**config.mk**
```make
export PLATFORM = sky130hd
export DESIGN_NAME = pipeline_wb_arb
export DESIGN_NICKNAME = d
export VERILOG_FILES = /design/src/rtl/wb_pkg.sv /design/src/rtl/wb_mdu_fifo.sv /design/src/rtl/pipeline_wb_arb.sv
export SDC_FILE = /design/constraint.sdc
export NUM_CORES = 1
export LEC_CHECK = 0
export CORE_MARGIN = 3
export CORE_UTILIZATION = 45
export CTS_CLUSTER_SIZE = 14
export DETAILED_ROUTE_END_ITERATION = 10
export GPL_ROUTABILITY_DRIVEN = 0
export PLACE_DENSITY_LB_ADDON = 0.15
export SLEW_MARGIN = 10
export SYNTH_ARGS = -nofsm -noshare
export SYNTH_HDL_FRONTEND = slang
export SYNTH_HIERARCHICAL = 1
export SYNTH_SLANG_ARGS = --single-unit
```
**constraint.sdc**
```tcl
create_clock -name clk_i -period 8.5 [get_ports clk_i]
set_input_delay 2.55 -clock clk_i [delete_from_list [all_inputs] [get_ports clk_i]]
set_output_delay 2.55 -clock clk_i [all_outputs]
set_load 0.005 [all_outputs]
```
**src/rtl/wb_pkg.sv**
```systemverilog
// Shared definitions for the write-back stage: opcode classes, load
// funct3 codes and the load-data formatting helpers.
package wb_pkg;

    localparam int WB_XLEN = 32;

    // Opcode class taken from the internal opcode's upper bits
    typedef enum logic [1:0] {
        OPC_ALU  = 2'd0,
        OPC_LOAD = 2'd1,
        OPC_STBR = 2'd2,
        OPC_JMP  = 2'd3
    } opc_class_e;

    localparam logic [2:0] F3_LB  = 3'b000;
    localparam logic [2:0] F3_LH  = 3'b001;
    localparam logic [2:0] F3_LW  = 3'b010;
    localparam logic [2:0] F3_LBU = 3'b100;
    localparam logic [2:0] F3_LHU = 3'b101;

    // Bit 5 clear means ALU; otherwise bits [4:3] select the class.
    function automatic opc_class_e opc_class(input logic [5:0] opcode);
        opc_class_e cls;
        if (!opcode[5]) begin
            cls = OPC_ALU;
        end else begin
            case (opcode[4:3])
                2'b00:   cls = OPC_LOAD;
                2'b11:   cls = OPC_JMP;
                default: cls = OPC_STBR;
            endcase
        end
        return cls;
    endfunction

    function automatic logic load_f3_known(input logic [2:0] f3);
        logic ok;
        case (f3)
            F3_LB, F3_LH, F3_LW, F3_LBU, F3_LHU: ok = 1'b1;
            default:                             ok = 1'b0;
        endcase
        return ok;
    endfunction

    // Halfwords need an even address, words a 4-byte aligned one.
    function automatic logic load_misaligned(input logic [2:0] f3, input logic [1:0] addr_lo);
        logic mis;
        case (f3)
            F3_LH, F3_LHU: mis = addr_lo[0];
            F3_LW:         mis = (addr_lo != 2'b00);
            default:       mis = 1'b0;
        endcase
        return mis;
    endfunction

    // Lane select plus sign/zero extension of the selected read word.
    function automatic logic [WB_XLEN-1:0] load_format(input logic [2:0] f3,
                                                       input logic [1:0] addr_lo,
                                                       input logic [WB_XLEN-1:0] word);
        logic [7:0]         byte_v;
        logic [15:0]        half_v;
        logic [WB_XLEN-1:0] res;
        case (addr_lo)
            2'd0:    byte_v = word[7:0];
            2'd1:    byte_v = word[15:8];
            2'd2:    byte_v = word[23:16];
            default: byte_v = word[31:24];
        endcase
        if (addr_lo[1]) begin
            half_v = word[31:16];
        end else begin
            half_v = word[15:0];
        end
        case (f3)
            F3_LB:   res = {{(WB_XLEN-8){byte_v[7]}}, byte_v};
            F3_LH:   res = {{(WB_XLEN-16){half_v[15]}}, half_v};
            F3_LBU:  res = {{(WB_XLEN-8){1'b0}}, byte_v};
            F3_LHU:  res = {{(WB_XLEN-16){1'b0}}, half_v};
            default: res = word;
        endcase
        return res;
    endfunction

endpackage

```
**src/rtl/wb_mdu_fifo.sv**
```systemverilog
// Small synchronous FIFO of {rd, data} MDU results with per-entry rd match
// for the hazard unit.
module wb_mdu_fifo
    import wb_pkg::*;
#(
    parameter int DEPTH = 4,
    parameter int XLEN  = WB_XLEN
) (
    input  logic            clk_i,
    input  logic            rst_i,
    input  logic            push_i,
    input  logic [4:0]      push_rd_i,
    input  logic [XLEN-1:0] push_data_i,
    input  logic            pop_i,
    output logic [4:0]      head_rd_o,
    output logic [XLEN-1:0] head_data_o,
    output logic            full_o,
    output logic            empty_o,
    input  logic [4:0]      query_rd_i,
    output logic            match_o
);

    localparam int AW = $clog2(DEPTH);

    logic [4:0]       rd_mem_r   [DEPTH];
    logic [XLEN-1:0]  data_mem_r [DEPTH];
    logic [DEPTH-1:0] valid_r;
    logic [AW-1:0]    wr_ptr_r;
    logic [AW-1:0]    rd_ptr_r;
    logic [AW:0]      count_r;
    logic             full_s;
    logic             empty_s;
    logic             push_ok_s;
    logic             pop_ok_s;
    logic             match_s;

    assign full_s    = (count_r == (AW+1)'(DEPTH));
    assign empty_s   = (count_r == '0);
    assign push_ok_s = push_i & ~full_s;
    assign pop_ok_s  = pop_i & ~empty_s;

    // Storage, pointers, occupancy and per-slot valid flags
    always_ff @(posedge clk_i or posedge rst_i) begin
        if (rst_i) begin
            for (int i = 0; i < DEPTH; i++) begin
                rd_mem_r[i]   <= '0;
                data_mem_r[i] <= '0;
            end
            valid_r  <= '0;
            wr_ptr_r <= '0;
            rd_ptr_r <= '0;
            count_r  <= '0;
        end else begin
            if (push_ok_s) begin
                rd_mem_r[wr_ptr_r]   <= push_rd_i;
                data_mem_r[wr_ptr_r] <= push_data_i;
                valid_r[wr_ptr_r]    <= 1'b1;
                wr_ptr_r             <= wr_ptr_r + AW'(1);
            end
            if (pop_ok_s) begin
                valid_r[rd_ptr_r] <= 1'b0;
                rd_ptr_r          <= rd_ptr_r + AW'(1);
            end
            case ({push_ok_s, pop_ok_s})
                2'b10:   count_r <= count_r + (AW+1)'(1);
                2'b01:   count_r <= count_r - (AW+1)'(1);
                default: count_r <= count_r;
            endcase
        end
    end

    // Any live entry targeting the queried register
    always_comb begin
        match_s = 1'b0;
        for (int i = 0; i < DEPTH; i++) begin
            if (valid_r[i] && (rd_mem_r[i] == query_rd_i)) begin
                match_s = 1'b1;
            end else begin
                match_s = match_s;
            end
        end
    end

    assign head_rd_o   = rd_mem_r[rd_ptr_r];
    assign head_data_o = data_mem_r[rd_ptr_r];
    assign full_o      = full_s;
    assign empty_o     = empty_s;
    assign match_o     = match_s;

endmodule

```
**src/rtl/pipeline_wb_arb.sv**
```systemverilog
// Registered write-back stage: formats loads, arbitrates between in-order
// pipeline results and buffered MDU results, and drives the register-file
// write port. A starvation counter requests a pipeline hold so queued MDU
// results always drain.
module pipeline_wb_arb
    import wb_pkg::*;
#(
    parameter int              XLEN         = WB_XLEN,
    parameter int              MDU_DEPTH    = 4,
    parameter int              STARVE_LIMIT = 8,
    parameter logic [XLEN-1:0] PERIPH_BASE  = 32'h0000_0200
) (
    input  logic            clk_i,
    input  logic            rst_i,
    input  logic            valid_i,
    input  logic            stall_i,
    input  logic [5:0]      opcode_i,
    input  logic [4:0]      rd_i,
    input  logic [XLEN-1:0] alu_out_i,
    input  logic [XLEN-1:0] dmem_read_i,
    input  logic [XLEN-1:0] peripheral_read_i,
    input  logic            mdu_valid_i,
    input  logic [4:0]      mdu_rd_i,
    input  logic [XLEN-1:0] mdu_data_i,
    output logic            mdu_ready_o,
    input  logic [4:0]      rd_query_i,
    output logic            rd_pending_o,
    output logic            stall_req_o,
    output logic            rf_we_o,
    output logic [4:0]      rf_rd_o,
    output logic [XLEN-1:0] rf_data_o,
    output logic            misalign_o
);

    localparam int SW = $clog2(STARVE_LIMIT + 1);

    opc_class_e      cls_s;
    logic [2:0]      f3_s;
    logic            fire_s;
    logic            f3_ok_s;
    logic            mis_s;
    logic [XLEN-1:0] load_src_s;
    logic [XLEN-1:0] pipe_data_s;
    logic            pipe_wr_s;
    logic            misalign_s;

    logic            fifo_full_s;
    logic            fifo_empty_s;
    logic            fifo_match_s;
    logic [4:0]      head_rd_s;
    logic [XLEN-1:0] head_data_s;
    logic            mdu_acc_s;
    logic            bypass_s;
    logic            push_s;
    logic            pop_s;

    logic            wr_en_s;
    logic [4:0]      wr_rd_s;
    logic [XLEN-1:0] wr_data_s;

    logic [SW-1:0]   starve_cnt_r;
    logic [SW-1:0]   starve_nxt_s;
    logic            stall_nxt_s;
    logic            stall_req_r;
    logic            rf_we_r;
    logic [4:0]      rf_rd_r;
    logic [XLEN-1:0] rf_data_r;
    logic            misalign_r;

    // Decode the pipeline instruction into a write candidate or a misalign drop
    always_comb begin
        cls_s       = opc_class(opcode_i);
        f3_s        = opcode_i[2:0];
        fire_s      = valid_i & ~stall_i;
        f3_ok_s     = load_f3_known(f3_s);
        mis_s       = load_misaligned(f3_s, alu_out_i[1:0]);
        load_src_s  = (alu_out_i >= PERIPH_BASE) ? peripheral_read_i : dmem_read_i;
        pipe_data_s = alu_out_i;
        pipe_wr_s   = 1'b0;
        misalign_s  = 1'b0;
        case (cls_s)
            OPC_ALU, OPC_JMP: begin
                pipe_wr_s = fire_s & (rd_i != 5'd0);
            end
            OPC_LOAD: begin
                pipe_wr_s   = fire_s & (rd_i != 5'd0) & f3_ok_s & ~mis_s;
                misalign_s  = fire_s & f3_ok_s & mis_s;
                pipe_data_s = load_format(f3_s, alu_out_i[1:0], load_src_s);
            end
            default: begin
                pipe_wr_s  = 1'b0;
                misalign_s = 1'b0;
            end
        endcase
    end

    // Readiness depends only on occupancy so the MDU handshake has no loop
    // through the pop decision.
    assign mdu_ready_o = ~fifo_full_s;
    assign mdu_acc_s   = mdu_valid_i & ~fifo_full_s;
    assign pop_s       = ~fifo_empty_s & ~pipe_wr_s;
    assign bypass_s    = fifo_empty_s & ~pipe_wr_s & mdu_acc_s & (mdu_rd_i != 5'd0);
    // rd=0 results are accepted but never stored
    assign push_s      = mdu_acc_s & (mdu_rd_i != 5'd0) & ~bypass_s;

    wb_mdu_fifo #(
        .DEPTH (MDU_DEPTH),
        .XLEN  (XLEN)
    ) u_fifo (
        .clk_i       (clk_i),
        .rst_i       (rst_i),
        .push_i      (push_s),
        .push_rd_i   (mdu_rd_i),
        .push_data_i (mdu_data_i),
        .pop_i       (pop_s),
        .head_rd_o   (head_rd_s),
        .head_data_o (head_data_s),
        .full_o      (fifo_full_s),
        .empty_o     (fifo_empty_s),
        .query_rd_i  (rd_query_i),
        .match_o     (fifo_match_s)
    );

    assign rd_pending_o = (rd_query_i != 5'd0) & fifo_match_s;

    // Write-port arbitration: pipeline first, then FIFO head, then bypass
    always_comb begin
        wr_en_s   = 1'b0;
        wr_rd_s   = rf_rd_r;
        wr_data_s = rf_data_r;
        if (pipe_wr_s) begin
            wr_en_s   = 1'b1;
            wr_rd_s   = rd_i;
            wr_data_s = pipe_data_s;
        end else if (pop_s) begin
            wr_en_s   = 1'b1;
            wr_rd_s   = head_rd_s;
            wr_data_s = head_data_s;
        end else if (bypass_s) begin
            wr_en_s   = 1'b1;
            wr_rd_s   = mdu_rd_i;
            wr_data_s = mdu_data_i;
        end else begin
            wr_en_s   = 1'b0;
        end
    end

    // Count consecutive waiting cycles of a non-empty FIFO, saturating
    always_comb begin
        starve_nxt_s = starve_cnt_r;
        if (fifo_empty_s || pop_s) begin
            starve_nxt_s = '0;
        end else if (starve_cnt_r < SW'(STARVE_LIMIT)) begin
            starve_nxt_s = starve_cnt_r + SW'(1);
        end else begin
            starve_nxt_s = starve_cnt_r;
        end
        stall_nxt_s = (starve_nxt_s >= SW'(STARVE_LIMIT));
    end

    // Starvation counter and registered hold request
    always_ff @(posedge clk_i or posedge rst_i) begin
        if (rst_i) begin
            starve_cnt_r <= '0;
            stall_req_r  <= 1'b0;
        end else begin
            starve_cnt_r <= starve_nxt_s;
            stall_req_r  <= stall_nxt_s;
        end
    end

    // Register-file write port and misalign pulse register
    always_ff @(posedge clk_i or posedge rst_i) begin
        if (rst_i) begin
            rf_we_r    <= 1'b0;
            rf_rd_r    <= '0;
            rf_data_r  <= '0;
            misalign_r <= 1'b0;
        end else begin
            rf_we_r    <= wr_en_s;
            rf_rd_r    <= wr_rd_s;
            rf_data_r  <= wr_data_s;
            misalign_r <= misalign_s;
        end
    end

    assign stall_req_o = stall_req_r;
    assign rf_we_o     = rf_we_r;
    assign rf_rd_o     = rf_rd_r;
    assign rf_data_o   = rf_data_r;
    assign misalign_o  = misalign_r;

endmodule

```
==> reports/metrics.cfg <==
[sta]
finalSetupTns_ns=0
finalCriticalPeriod_ns=7.086
maxSlewHeadroom_pct=26.74
holdWs_ns=0.5029
hold_viol=0
timing.fmax_mhz=141.1
fin_skew_ns=0.01758
drv_slew=0
rsz0062_at_grt=no
tightest_slew_ns=1.099
setup_viol=0
post-route-period-util_pct=83.37

[critical_path]
worst-r2r-cell-count=10
crit_top_cell=clkdlybuf4s50_1
cp.required_ns=5.95
cp_slowest_stage_delay_ns=0.55
crit_slowest_cell=clkdlybuf4s50_1
cp.arrival_ns=4.54
crit_path_end_kind=output port
r2r-start=u_fifo/count_r[0]
timing.rr.end=u_fifo/data_mem_r[72]
r2r_setup_slack_ns=5.12
worst_setup_path_start_kind=input pin
crit_chain=clkdlybuf4s50_1 -> xor2_1 -> nor4_1 -> and3_1 -> a31oi_1 -> nand3_1 -> o21a_1 -> clkdlybuf4s50_1
worstSetupPathType=in -> out
worstPathMaxFanout=5

[clock_network]
clkLatencyLatePin_ns=0.51
cts-resized-gates=0
ctsHtreeMaxLevel=1
clkTransAtPathRegs_ns=0.05
clockBufferDepth=3
cts_root_buffer=clkbuf_16
cts.sinks=202
numCtsBuffers=24
postCtsSetupBuffers=0
cts-hold-fix-buffers=0
cts_tree=yes

[yosys]
synthCells=942
synth_nets=1109
ys_ff_latch=202
synthesis.area_um2=11310
synth-seq-area-share_pct=44.71
async_flop_share_pct=100.0
netlist.area_leader.share_pct=44.71
ys_types=62
synth_edf_count=0
synth.avg_cell_area_um2=12.00
synthTopCellsByArea=dfrtp_1, mux2_2, mux2_4, mux4_2, nor2_1
yosysTopAreaCell=dfrtp_1
synth_warnings=6
synth-main-ff-cell=dfrtp_1

[global_route]
met2_usage_pct=41.02
grt_max_degree=114
grt_first_pass_wirelength_um=51990
grt-busiest-layer=met2
met1_usage_pct=35.59
antenna_found_initial=0
met3_usage_pct=4.264
track_usage_pct=25.02
grt_pass1_vias=8703
gr-total-overflow=0

[final_layout]
final_cell_mix=dfrtp_1, clkdlybuf4s50_1, mux2_2, nor2_1, mux2_4
layout-drive-gt1-share_pct=23.19
area_growth_pct=25.25
diodes=0
fill_cells=2051
fin_nets=1281
final_common_cell=dfrtp_1
final_cells=1454
multiInputGateArea_um2=5756
seq_area_um2=5056

[status]
status=complete, no violations

[detailed_routing]
drtIter0Drc=861
routed-via-count=8447
via_per_inst=5.809
first_pass_iters=5
drt_wl_total_um=33930
wl_per_cell_um=23.33
drc=0
ant_nets=0

[pwr]
p_leak_nw=6.116
cellPowerDensity_nw_per_um2=356.0
peakVddDrop_v=0.0001948

[placed_design]
io_buffers=195
dpl.hpwl_um=22810
placed_cells=1412

[floorplan]
initial_core_util_pct=46.09
ios=196
die_width_um=164.5
rows=57
core-area_um2=24530
dieArea_um2=27070
die_h_um=164.5

[min_path]
min_path_type=reg -> reg
min_from=u_fifo/data_mem_r[102]
min_to=u_fifo/data_mem_r[102]
hold_depth=1

[job]
cap_violations=0

metal layers:
layer | part of all wire (%) | vias up
li1 | - | 3826
met1 | 43 | 4259
met4 | 1.5 | 0
met5 | 0 | -
met3 | 7.0 | 40
met2 | 49 | 322
synthesized netlist by cell type, types with 17 or more instances:
cell type / instances
nor2_1: 90
mux2_4: 60
inv_1: 23
a21oi_1: 38
mux2i_1: 29
mux2_2: 93
xor2_1: 19
dfrtp_1: 202
clkbuf_1: 31
nand2_1: 38
mux4_2: 37
a31oi_1: 25
or3_1: 17
nand3_1: 34
power by group:
part           switching (W)  internal [W]
Clock               0.000398      0.000645
Combinational       0.000921       0.00129
Sequential          0.000333       0.00146
Total                0.00165       0.00339
per-stage QoR:
| stage | instance area, µm² | power (W) | util (%) | setup slack [ns] |
|---|---|---|---|---|
| floorplan | 11310 | 0.003341 | - | 1.658 |
| global placement | 13370 | 0.003960 | 54.48 | 1.464 |
| detailed placement | 13370 | 0.004018 | 54.48 | 1.420 |
| CTS | 14160 | 0.005079 | 57.73 | 1.410 |
| global route | 14160 | 0.005360 | 57.73 | 1.245 |
| finish | 14160 | 0.005042 | 57.73 | 1.414 |
worst max-delay path: cells and delay by family:
family	cells	cell delay [ns]
buffers and inverters	2	1.04
xor gates and xnor gates	1	0.21
and+or+nand+nor	3	0.57
AOI/OAI and AO/OA	2	0.16
sequential cells by signal (all words and copies together), names as in the netlist, 2 cells and up:
register	flops
starve_cnt_r	3
u_fifo/rd_mem_r	20
rf_rd_o	5
u_fifo/count_r	3
rf_data_o	32
u_fifo/valid_r	4
u_fifo/rd_ptr_r	2
u_fifo/data_mem_r	128
u_fifo/wr_ptr_r	2
layout make-up:
class,instances,share of cell area (%)
Clock buffer,34,4.797
Clock inverter,8,0.8305
Inverter,25,0.6979
Multi-Input combinational cell,653,40.64
Sequential cell,202,35.70
Tap cell,324,2.862
Timing Repair Buffer,208,14.47
worst max path at each step:
| stage | slack [ns] | depth (start not counted) | startpoint | to |
|---|---|---|---|---|
| after floorplan | 1.66 | 1 | rst_i | u_fifo/count_r[0] |
| after global placement | 1.46 | 8 | rd_query_i[3] | rd_pending_o |
| after detailed placement | 1.42 | 8 | rd_query_i[3] | rd_pending_o |
| after CTS | 1.41 | 8 | rd_query_i[3] | rd_pending_o |
| after global routing | 1.25 | 8 | rd_query_i[3] | rd_pending_o |
| final | 1.41 | 8 | rd_query_i[3] | rd_pending_o |
cells by family after synthesis:
group           count (synthesis)  synth area share (%)
flops                         202                 44.71
simple gates                  241                 10.64
compound gates                153                 9.317
xor+xnor                       27                 2.091
fa+ha+maj                      13                 1.505
buf+inv                        87                 4.570
mux                           219                 27.17
Power figures use the tool's default switching activity.
